--- config.mk ---
export PLATFORM = sky130hd
export DESIGN_NAME = wb_periph_hub
export DESIGN_NICKNAME = d
export VERILOG_FILES = /design/src/rtl/wb_periph_hub_pkg.sv /design/src/rtl/wb_periph_hub_csr.sv /design/src/rtl/wb_periph_hub.sv
export SDC_FILE = /design/constraint.sdc
export NUM_CORES = 1
export LEC_CHECK = 0
export ABC_AREA = 1
export BUFFER_PORTS_ARGS = -buffer_cell sky130_fd_sc_hd__buf_4
export CAP_MARGIN = 30
export CORE_ASPECT_RATIO = 1.4
export CORE_MARGIN = 1.5
export CORE_UTILIZATION = 35
export DETAILED_ROUTE_END_ITERATION = 8
export PLACE_DENSITY = 0.74
export SKIP_CTS_REPAIR_TIMING = 1
export SYNTH_ARGS = -nofsm -noshare
export SYNTH_HDL_FRONTEND = slang
export SYNTH_SLANG_ARGS = --single-unit
--- constraint.sdc ---
create_clock -name wb_clk_i -period 1.8 [get_ports wb_clk_i]
set_input_delay 0.18 -clock wb_clk_i [delete_from_list [all_inputs] [get_ports wb_clk_i]]
set_output_delay 0.18 -clock wb_clk_i [all_outputs]
set_load 0.005 [all_outputs]
--- src/rtl/wb_periph_hub_pkg.sv ---
// Shared types and constants for the Wishbone peripheral hub.
package wb_periph_hub_pkg;

  localparam int unsigned ERR_CNT_W = 8;
  localparam logic [ERR_CNT_W-1:0] ERR_CNT_MAX = '1;

  localparam logic [3:0] CSR_SLOT = 4'hF;

  localparam logic [1:0] CSR_IRQ_RAW  = 2'd0;
  localparam logic [1:0] CSR_IRQ_MASK = 2'd1;
  localparam logic [1:0] CSR_IRQ_PEND = 2'd2;
  localparam logic [1:0] CSR_ERR_CNT  = 2'd3;

  typedef enum logic [1:0] {
    ST_IDLE = 2'd0,
    ST_WAIT = 2'd1,
    ST_RESP = 2'd2
  } hub_state_e;

  typedef struct packed {
    logic        we;
    logic [3:0]  sel;
    logic [31:0] adr;
    logic [31:0] dat;
  } wb_req_t;

endpackage

--- src/rtl/wb_periph_hub_csr.sv ---
// Internal CSR slot: IRQ raw/mask/pending, saturating error counter, read mux.
module wb_periph_hub_csr
  import wb_periph_hub_pkg::*;
#(
  parameter int unsigned NUM_PERIPH = 4
) (
  input  logic                  clk,
  input  logic                  rst_n,
  input  logic [NUM_PERIPH-1:0] p_irq,
  input  logic                  wr_en,
  input  logic [1:0]            offset,
  input  logic [NUM_PERIPH-1:0] wr_data,
  input  logic                  err_inc,
  output logic [31:0]           rd_data_c,
  output logic [1:0]            irq_out
);

  logic [NUM_PERIPH-1:0] mask_q;
  logic [NUM_PERIPH-1:0] pend_c;
  logic [ERR_CNT_W-1:0]  err_cnt_q;
  logic [ERR_CNT_W-1:0]  err_cnt_d;
  logic                  clr_c;

  assign pend_c = p_irq & mask_q;
  assign clr_c  = wr_en && (offset == CSR_ERR_CNT);

  // A clear and an error in the same cycle leave exactly one error recorded.
  always_comb begin
    err_cnt_d = err_cnt_q;
    if (clr_c) begin
      err_cnt_d = err_inc ? ERR_CNT_W'(1) : '0;
    end else if (err_inc && (err_cnt_q != ERR_CNT_MAX)) begin
      err_cnt_d = err_cnt_q + ERR_CNT_W'(1);
    end
  end

  always_comb begin
    rd_data_c = '0;
    case (offset)
      CSR_IRQ_RAW:  rd_data_c = 32'(p_irq);
      CSR_IRQ_MASK: rd_data_c = 32'(mask_q);
      CSR_IRQ_PEND: rd_data_c = 32'(pend_c);
      CSR_ERR_CNT:  rd_data_c = 32'(err_cnt_q);
      default:      rd_data_c = '0;
    endcase
  end

  always_ff @(posedge clk) begin
    if (!rst_n) begin
      mask_q    <= '0;
      err_cnt_q <= '0;
      irq_out   <= '0;
    end else begin
      if (wr_en && (offset == CSR_IRQ_MASK)) begin
        mask_q <= wr_data;
      end
      err_cnt_q <= err_cnt_d;
      irq_out   <= {err_cnt_q != '0, |pend_c};
    end
  end

endmodule

--- src/rtl/wb_periph_hub.sv ---
// Registered Wishbone fan-out to NUM_PERIPH slots with watchdog, error
// responses for unmapped slots and an internal CSR slot at index 15.
module wb_periph_hub
  import wb_periph_hub_pkg::*;
#(
  parameter int unsigned NUM_PERIPH = 4,
  parameter int unsigned SEL_LSB    = 16,
  parameter int unsigned TIMEOUT    = 255,
  parameter logic [31:0] ERR_DATA   = 32'hDEADBEEF
) (
  input  logic                       wb_clk_i,
  input  logic                       wb_rst_n_i,
  input  logic                       wbs_cyc_i,
  input  logic                       wbs_stb_i,
  input  logic                       wbs_we_i,
  input  logic [3:0]                 wbs_sel_i,
  input  logic [31:0]                wbs_adr_i,
  input  logic [31:0]                wbs_dat_i,
  output logic                       wbs_ack_o,
  output logic [31:0]                wbs_dat_o,
  output logic [2:0]                 user_irq,
  output logic [NUM_PERIPH-1:0]      p_cyc_o,
  output logic [NUM_PERIPH-1:0]      p_stb_o,
  output logic                       p_we_o,
  output logic [3:0]                 p_sel_o,
  output logic [31:0]                p_adr_o,
  output logic [31:0]                p_dat_o,
  input  logic [NUM_PERIPH-1:0]      p_ack_i,
  input  logic [32*NUM_PERIPH-1:0]   p_dat_i,
  input  logic [NUM_PERIPH-1:0]      p_irq_i
);

  localparam int unsigned WD_W = 8;

  hub_state_e state_q, state_d;

  wb_req_t                req_q;
  logic [WD_W-1:0]        wd_q, wd_d;
  logic [NUM_PERIPH-1:0]  slot_oh_c;
  logic [NUM_PERIPH-1:0]  p_oh_d;
  logic [31:0]            periph_rd_c;
  logic [31:0]            resp_d;
  logic [31:0]            csr_rd_data_c;
  logic [3:0]             idx_c;
  logic [1:0]             csr_irq;
  logic                   req_c, is_periph_c, is_csr_c;
  logic                   periph_ack_c, wd_done_c;
  logic                   cap_c, ack_d, err_inc_c, csr_we_c;

  assign idx_c        = wbs_adr_i[SEL_LSB +: 4];
  assign req_c        = wbs_cyc_i && wbs_stb_i;
  assign is_periph_c  = ({1'b0, idx_c} < 5'(NUM_PERIPH));
  assign is_csr_c     = (idx_c == CSR_SLOT);
  assign periph_ack_c = |(p_ack_i & p_cyc_o);
  assign wd_done_c    = (wd_q == WD_W'(TIMEOUT));

  // Slot decode and read-data select; p_cyc_o is one-hot while waiting.
  always_comb begin
    slot_oh_c   = '0;
    periph_rd_c = '0;
    for (int k = 0; k < NUM_PERIPH; k++) begin
      slot_oh_c[k] = (idx_c == 4'(k));
      if (p_cyc_o[k]) begin
        periph_rd_c = periph_rd_c | p_dat_i[32*k +: 32];
      end
    end
  end

  always_ff @(posedge wb_clk_i) begin
    if (!wb_rst_n_i) begin
      state_q <= ST_IDLE;
    end else begin
      state_q <= state_d;
    end
  end

  // An abandoned cycle is dropped before considering ack or timeout.
  always_comb begin
    state_d = state_q;
    case (state_q)
      ST_IDLE: begin
        if (req_c) begin
          state_d = is_periph_c ? ST_WAIT : ST_RESP;
        end
      end
      ST_WAIT: begin
        if (!wbs_cyc_i) begin
          state_d = ST_IDLE;
        end else if (periph_ack_c || wd_done_c) begin
          state_d = ST_RESP;
        end
      end
      ST_RESP: state_d = ST_IDLE;
      default: state_d = ST_IDLE;
    endcase
  end

  always_comb begin
    cap_c     = 1'b0;
    p_oh_d    = p_cyc_o;
    resp_d    = wbs_dat_o;
    err_inc_c = 1'b0;
    csr_we_c  = 1'b0;
    wd_d      = '0;
    case (state_q)
      ST_IDLE: begin
        if (req_c) begin
          cap_c = 1'b1;
          if (is_periph_c) begin
            p_oh_d = slot_oh_c;
          end else if (is_csr_c) begin
            resp_d   = csr_rd_data_c;
            csr_we_c = wbs_we_i;
          end else begin
            resp_d    = ERR_DATA;
            err_inc_c = 1'b1;
          end
        end
      end
      ST_WAIT: begin
        wd_d = wd_q + WD_W'(1);
        if (!wbs_cyc_i) begin
          p_oh_d = '0;
        end else if (periph_ack_c) begin
          p_oh_d = '0;
          resp_d = periph_rd_c;
        end else if (wd_done_c) begin
          p_oh_d    = '0;
          resp_d    = ERR_DATA;
          err_inc_c = 1'b1;
        end
      end
      ST_RESP: p_oh_d = '0;
      default: p_oh_d = '0;
    endcase
    ack_d = (state_d == ST_RESP);
  end

  always_ff @(posedge wb_clk_i) begin
    if (!wb_rst_n_i) begin
      wbs_ack_o <= 1'b0;
      wbs_dat_o <= '0;
      p_cyc_o   <= '0;
      p_stb_o   <= '0;
      wd_q      <= '0;
      req_q     <= '0;
    end else begin
      wbs_ack_o <= ack_d;
      wbs_dat_o <= resp_d;
      p_cyc_o   <= p_oh_d;
      p_stb_o   <= p_oh_d;
      wd_q      <= wd_d;
      if (cap_c) begin
        req_q <= '{we: wbs_we_i, sel: wbs_sel_i, adr: wbs_adr_i, dat: wbs_dat_i};
      end
    end
  end

  assign p_we_o  = req_q.we;
  assign p_sel_o = req_q.sel;
  assign p_adr_o = req_q.adr;
  assign p_dat_o = req_q.dat;

  wb_periph_hub_csr #(
    .NUM_PERIPH(NUM_PERIPH)
  ) u_csr (
    .clk       (wb_clk_i),
    .rst_n     (wb_rst_n_i),
    .p_irq     (p_irq_i),
    .wr_en     (csr_we_c),
    .offset    (wbs_adr_i[3:2]),
    .wr_data   (wbs_dat_i[NUM_PERIPH-1:0]),
    .err_inc   (err_inc_c),
    .rd_data_c (csr_rd_data_c),
    .irq_out   (csr_irq)
  );

  assign user_irq = {1'b0, csr_irq};

endmodule
Word level (Yosys, flattened, before mapping)
Index checks and enable logic that the tools add are counted.
{"block": "word_totals", "register_bits": 130, "latch_bits": 0, "ram_bits": 0, "romBits": 0, "output_inout_bits": 113, "wordCells": 92, "mem_count": 0}
{"block": "op_classes", "add_sub_neg": 2, "mul": 0, "div_mod_pow": 0, "n_lt_le_gt_ge": 1, "eq_ne": 17, "n_shift": 0, "mux": 39, "bitwise": 5, "reduce_logical": 16}
{"cell": "32-bit 2-to-1 mux", "n": 10}
{"cell": "32-bit one-hot mux with 4 select lines", "n": 1}
{"cell": "32-bit bitwise OR", "n": 3}
{"cell": "32-bit one-hot mux with 2 select lines", "n": 1}
{"cell": "4-bit 2-to-1 mux", "n": 5}
{"cell": "8-bit by 1-bit adder with 8-bit output, second input constant", "n": 2}
{"cell": "8-bit 2-to-1 mux", "n": 2}
{"cell": "1-bit 2-to-1 mux", "n": 13}
{"cell": "4-bit AND", "n": 2}
{"cell": "4-bit by 2-bit equality test with 1-bit output, second input constant", "n": 2}
{"cell": "8-bit equality test, second input constant", "n": 1}
{"cell": "2-bit 2-to-1 mux", "n": 4}
{"cell": "2-bit != test, second input constant", "n": 4}
{"cell": "8-bit != test, second input constant", "n": 1}
{"cell": "4-bit one-hot mux with 2 select lines", "n": 1}
{"cell": "8-bit nonzero test", "n": 1}
{"cell": "4-bit OR reduction", "n": 2}
{"cell": "2-bit equality test, second input constant", "n": 3}
{"cell": "5-bit AND reduction", "n": 1}
{"cell": "2-bit by 1-bit equality test with 1-bit output, second input constant", "n": 2}
{"cell": "4-bit by 1-bit equality test with 1-bit output, second input constant", "n": 1}
{"cell": "4-bit equality test, second input constant", "n": 1}
{"cell": "1-bit logical AND", "n": 4}
{"cell": "2-bit logical NOT", "n": 2}
{"cell": "other kinds (10)", "n": 11}

Logic depth before layout (Yosys ltp)
{"block": "depth", "word_depth": 10, "ltp_mapped": 13}

Hierarchy
Synthesis repeated with hierarchy kept, for this count alone.
{"block": "unflattened", "cells_unflattened": 1119, "area_unflattened_um2": 7079.3}
{"mod": "wb_periph_hub", "instances": 1, "cells_each": 956, "area_each_um2": 5987.0, "seq_area_each_um2": 2322.2}
{"mod": "wb_periph_hub_csr", "instances": 1, "cells_each": 163, "area_each_um2": 1092.3, "seq_area_each_um2": 280.3}

Worst setup path before layout
OpenSTA, ideal clock, no wires.
{"block": "synth_timing", "kind": "reg-to-reg", "startpoint": "register wd_q[0]", "endpoint": "register wbs_dat_o[29]", "setup_ps": 128, "t_arrival_ps": 1361, "required_time_ps": 1672, "path_slack_ps": 312, "stages_incl_launch_ff": 14, "n_path_buf": 2, "period_less_slack_ps": 1488, "path_cell_list": "dfxtp_1 > ha_1 > nand2_2 > inv_2 > nand2_2 > nor2_4 > inv_2 > nand2_2 > nand2_2 > nand2_4 > buf_6 > buf_8 > o21ai_1 > nor2_1"}
{"block": "synth_via", "elab_chain_cells": 3}
{"item": "from (decl)", "line_no": "wb_periph_hub.sv:38", "text": "logic [WD_W-1:0] wd_q, wd_d;"}
{"item": "from (signal assigned)", "line_no": "wb_periph_hub.sv:152", "text": "wd_q <= wd_d;"}
{"item": "8-bit equality test", "line_no": "wb_periph_hub.sv:55", "text": "assign wd_done_c = (wd_q == WD_W'(TIMEOUT));"}
{"item": "3-bit != test (no source line)"}
{"item": "5-bit AND reduction (no source line)"}
{"item": "to (signal assigned)", "line_no": "wb_periph_hub.sv:149", "text": "wbs_dat_o <= resp_d;"}
{"item": "to (decl)", "line_no": "wb_periph_hub.sv:20", "text": "output logic [31:0] wbs_dat_o,"}
No other way between the ends.
A chain may end at the register's enable or synchronous reset.

Worst setup path after layout
{"block": "layout_timing", "startpoint": "register wd_q[0]", "endpoint": "register wbs_dat_o[8]"}
Same word-level chain as after synthesis.

==> impl_results.md <==
- Outcome: complete, no violations
- Vias per cell: between 5 and 6
- Pre-antenna DRT Iters: 5
- PwrDens: around 870 nW/um2
- Number of global-route vias before repair: roughly 6200
- Vias: around 6800
- WHS: 0.0227 ns
- Top cells by area, synth: dfxtp_1 (43%), nor2_1 (15%), o21ai_0 (7.8%), nand2_1 (6.6%), a22o_1 (5.8%)
- Grt total ovfl: 0
- Worst Path Class, Setup: flip-flop to flip-flop
- Launching point of the worst reg2reg path: wd_q[0]
- Layout cell share with drive strength beyond 1: about a third
- Core Rows: 56
- Critical Path Start: wd_q[0]
- Clk_skew: around 0.0069 ns
- Antenna violations before repair: 2
- Detailed Route WL: ~21 mm
- Die ar.: about 18000 um2
- Total Routing Usage GR: a little over a fifth
- Final hold violations: 0
- Ys Warns: 0
- Die height: approximately 160 um
- Beginning of the worst hold path: wbs_dat_i[5]
- Crit Path Max Fanout: 22
- Layout Nets: about 1400
- R2r setup slk: 0.16 ns
- Netlist cell types: 35
- Clock buffer count from CTS: 17
- R2R cell count: 13
- DP Wirelength: 15.5 mm
- Max-slew violations: 0
- Starting Density: 35.9%
- Final GP Congestion: 0.857
- Hold crit path type: primary input to flip-flop
- R2R Path End: wbs_dat_o[8]
- DR iter-0 viols: 382
- H-tree levels: 4
- Post-layout util: roughly 55%
- Port buffer count: 320
- Worst path required time: approximately 2.1 ns
- Worst vdd ir: about 600 uV
- Largest net degree at the start of global routing: 71
- Crit path arrival time: about 1.9 ns
- DRC Markers: 0
- CTS tree: done
- I/O pin count: about 320
- Synth Area per Inst: 7.08 um2
- Die Span X: between 100 and 150 um
- Sequential cell area fraction in the yosys report: 43.3%
- Area leader, netlist: dfxtp_1
- Synth Instances: 848
- Clock Latency Late Sink: 0.40 ns
- WHS Endpoint: p_dat_o[5]
- First-pass GRT wire length: approximately 31 mm
- Unrepaired setup endpoints after global routing: no
- Setup TNS: 0 ns
- Routed Antenna Nets: 0
- Setup crit end kind: flip-flop
- Kind of start point of the critical path: flip-flop
- Synth-to-Final Area Change: 53.5%
- Min-Delay Path Depth: 3
- MaxCap Viol Count: 0
- Core box area: about 17000 um2
- Leakage: 4.22 nW
- Filler Cells Inserted: 1654
- Clock Pin Slew Worst Setup and Hold Paths: about 0.060 ns
- Root buffer cell: clkbuf_16
- Routed len/inst: 15.1 um
- Sink Count: 130
- Maximum clock path buffer count: 2
- Tmin final: roughly 1.6 ns
- Post-synth top area share: between 40% and 50%
- Synthesized Nets: between 1000 and 1500
- Fin crit share: approximately nine tenths
- FMAX: between 600 and 700 MHz
- # setup viols final: 0
- Final worst slack: between 0.15 and 0.2 ns
- Mapped Area: roughly 6000 um2
- Flops & latches, synth: 130
- Pre-CTS setup slack: approximately 0.13 ns
-- state kept, by name (all words and copies together) (netlist names) --
signal           cells
p_dat_o             32
p_we_o               1
state_q              2
p_adr_o             32
p_stb_o              4
u_csr.irq_out        2
u_csr.mask_q         4
p_sel_o              4
u_csr.err_cnt_q      8
wd_q                 8
wbs_ack_o            1
wbs_dat_o           32
-- layout by cell type, fill, tap and decap left out, types with 3 or more instances in the layout --
cell         n
buf_4      334
nor2_1     239
dfxtp_1    130
nand2_1    106
o21ai_0     93
a21oi_1     52
a22o_1      40
inv_1       24
nand4_1     21
nand3_1     18
clkbuf_16   17
o21ai_1     14
nand2_2      8
inv_2        7
buf_12       6
nor3_1       5
clkinv_4     5
xor2_1       4
o211ai_1     4
bufinv_16    4
nor2_4       3
clkinv_1     3
ha_1         3
clkinv_2     3
-- worst max path at each step --
| stage | end | slack (ns) | depth (start not counted) |
|---|---|---|---|
| final | wbs_dat_o[8] | 0.16 | 13 |
| after global routing | wbs_dat_o[0] | 0.005 | 12 |
| after CTS | wbs_dat_o[1] | 0.12 | 12 |
| after detailed placement | wbs_dat_o[8] | 0.13 | 13 |
| after global placement | wbs_dat_o[8] | 0.20 | 13 |
| after floorplan | wbs_dat_o[29] | 0.31 | 13 |
-- layout make-up --
| class | count | area (um2) | area share, % |
|---|---|---|---|
| tap | 203 | 254 | 2.76 |
| multi-input combinational | 623 | 2980 | 32.3 |
| antenna | 2 | 5.00 | 0.0543 |
| clock buffer | 17 | 425 | 4.62 |
| sequential | 130 | 2600 | 28.2 |
| timing repair buffer | 340 | 2630 | 28.5 |
| clock inverter | 13 | 188 | 2.04 |
| inverter | 35 | 134 | 1.45 |
-- power breakdown --
group          switching [mW]  internal (mW)  leakage, nW
sequential             0.0896           3.05         1.07
clock                    1.28           2.31        0.303
combinational           0.567          0.694         2.85
total                    1.94           6.05         4.22
-- cells by family after synthesis --
logic type / synth area share [%]
simple gates: 27.7
compound gates: 20.5
flops: 43.3
buf+inv: 7.17
xor+xnor: 0.583
fa+ha+maj: 0.625
other cells: 0.0625
-- metal layers --
| metal | up-vias | track usage (%) | wire (um) |
|---|---|---|---|
| met3 | 22 | 4.75 | 1290 |
| met5 | - | 0 | 0 |
| li1 | 3404 | - | - |
| met2 | 287 | 38.8 | 10400 |
| met4 | 0 | 8.04 | 444 |
| met1 | 3112 | 26.0 | 8440 |
-- Yosys cell counts --
library cell	number
a22o_1	40
nand2_2	8
dfxtp_1	130
nor2_1	239
buf_6	1
a21oi_1	52
o21ai_1	14
and3_1	1
nand4_1	21
inv_2	7
buf_4	8
nor2_4	3
o21ai_2	2
nand3_1	18
a41oi_1	2
a311oi_1	1
xor2_1	4
nor4_1	1
o211ai_1	4
buf_8	1
clkbuf_1	32
nand2_1	106
inv_1	24
conb_1	1
clkinv_1	3
o21a_1	1
clkbuf_2	1
o21ai_0	93
inv_4	1
buf_2	17
ha_1	3
nor2_2	2
a31oi_1	1
nor3_1	5
nand2_4	1
-- worst max-delay path, cell delays in order (launching register included) --
cell and delay (ns):
dfxtp_1 0.35, ha_1 0.19, nand2_2 0.07, inv_2 0.06, nand2_2 0.06, nor2_4 0.12, inv_2 0.05, nand2_2 0.05
nand2_2 0.08, nand2_8 0.13, buf_12 0.17, nand2_1 0.06, o21ai_1 0.07, nor2_1 0.04
-- per-stage QoR --
step                      area [um2]  cells  total power, mW
after CTS                       9200   1361             8.07
after detailed placement        8590   1331             4.46
after global routing            9220   1363             8.33
after global placement          8590   1331             4.45
final                           9220   1363             7.99
after floorplan                 6000    848             3.69
Note: power is estimated with default switching activity, not from simulation.
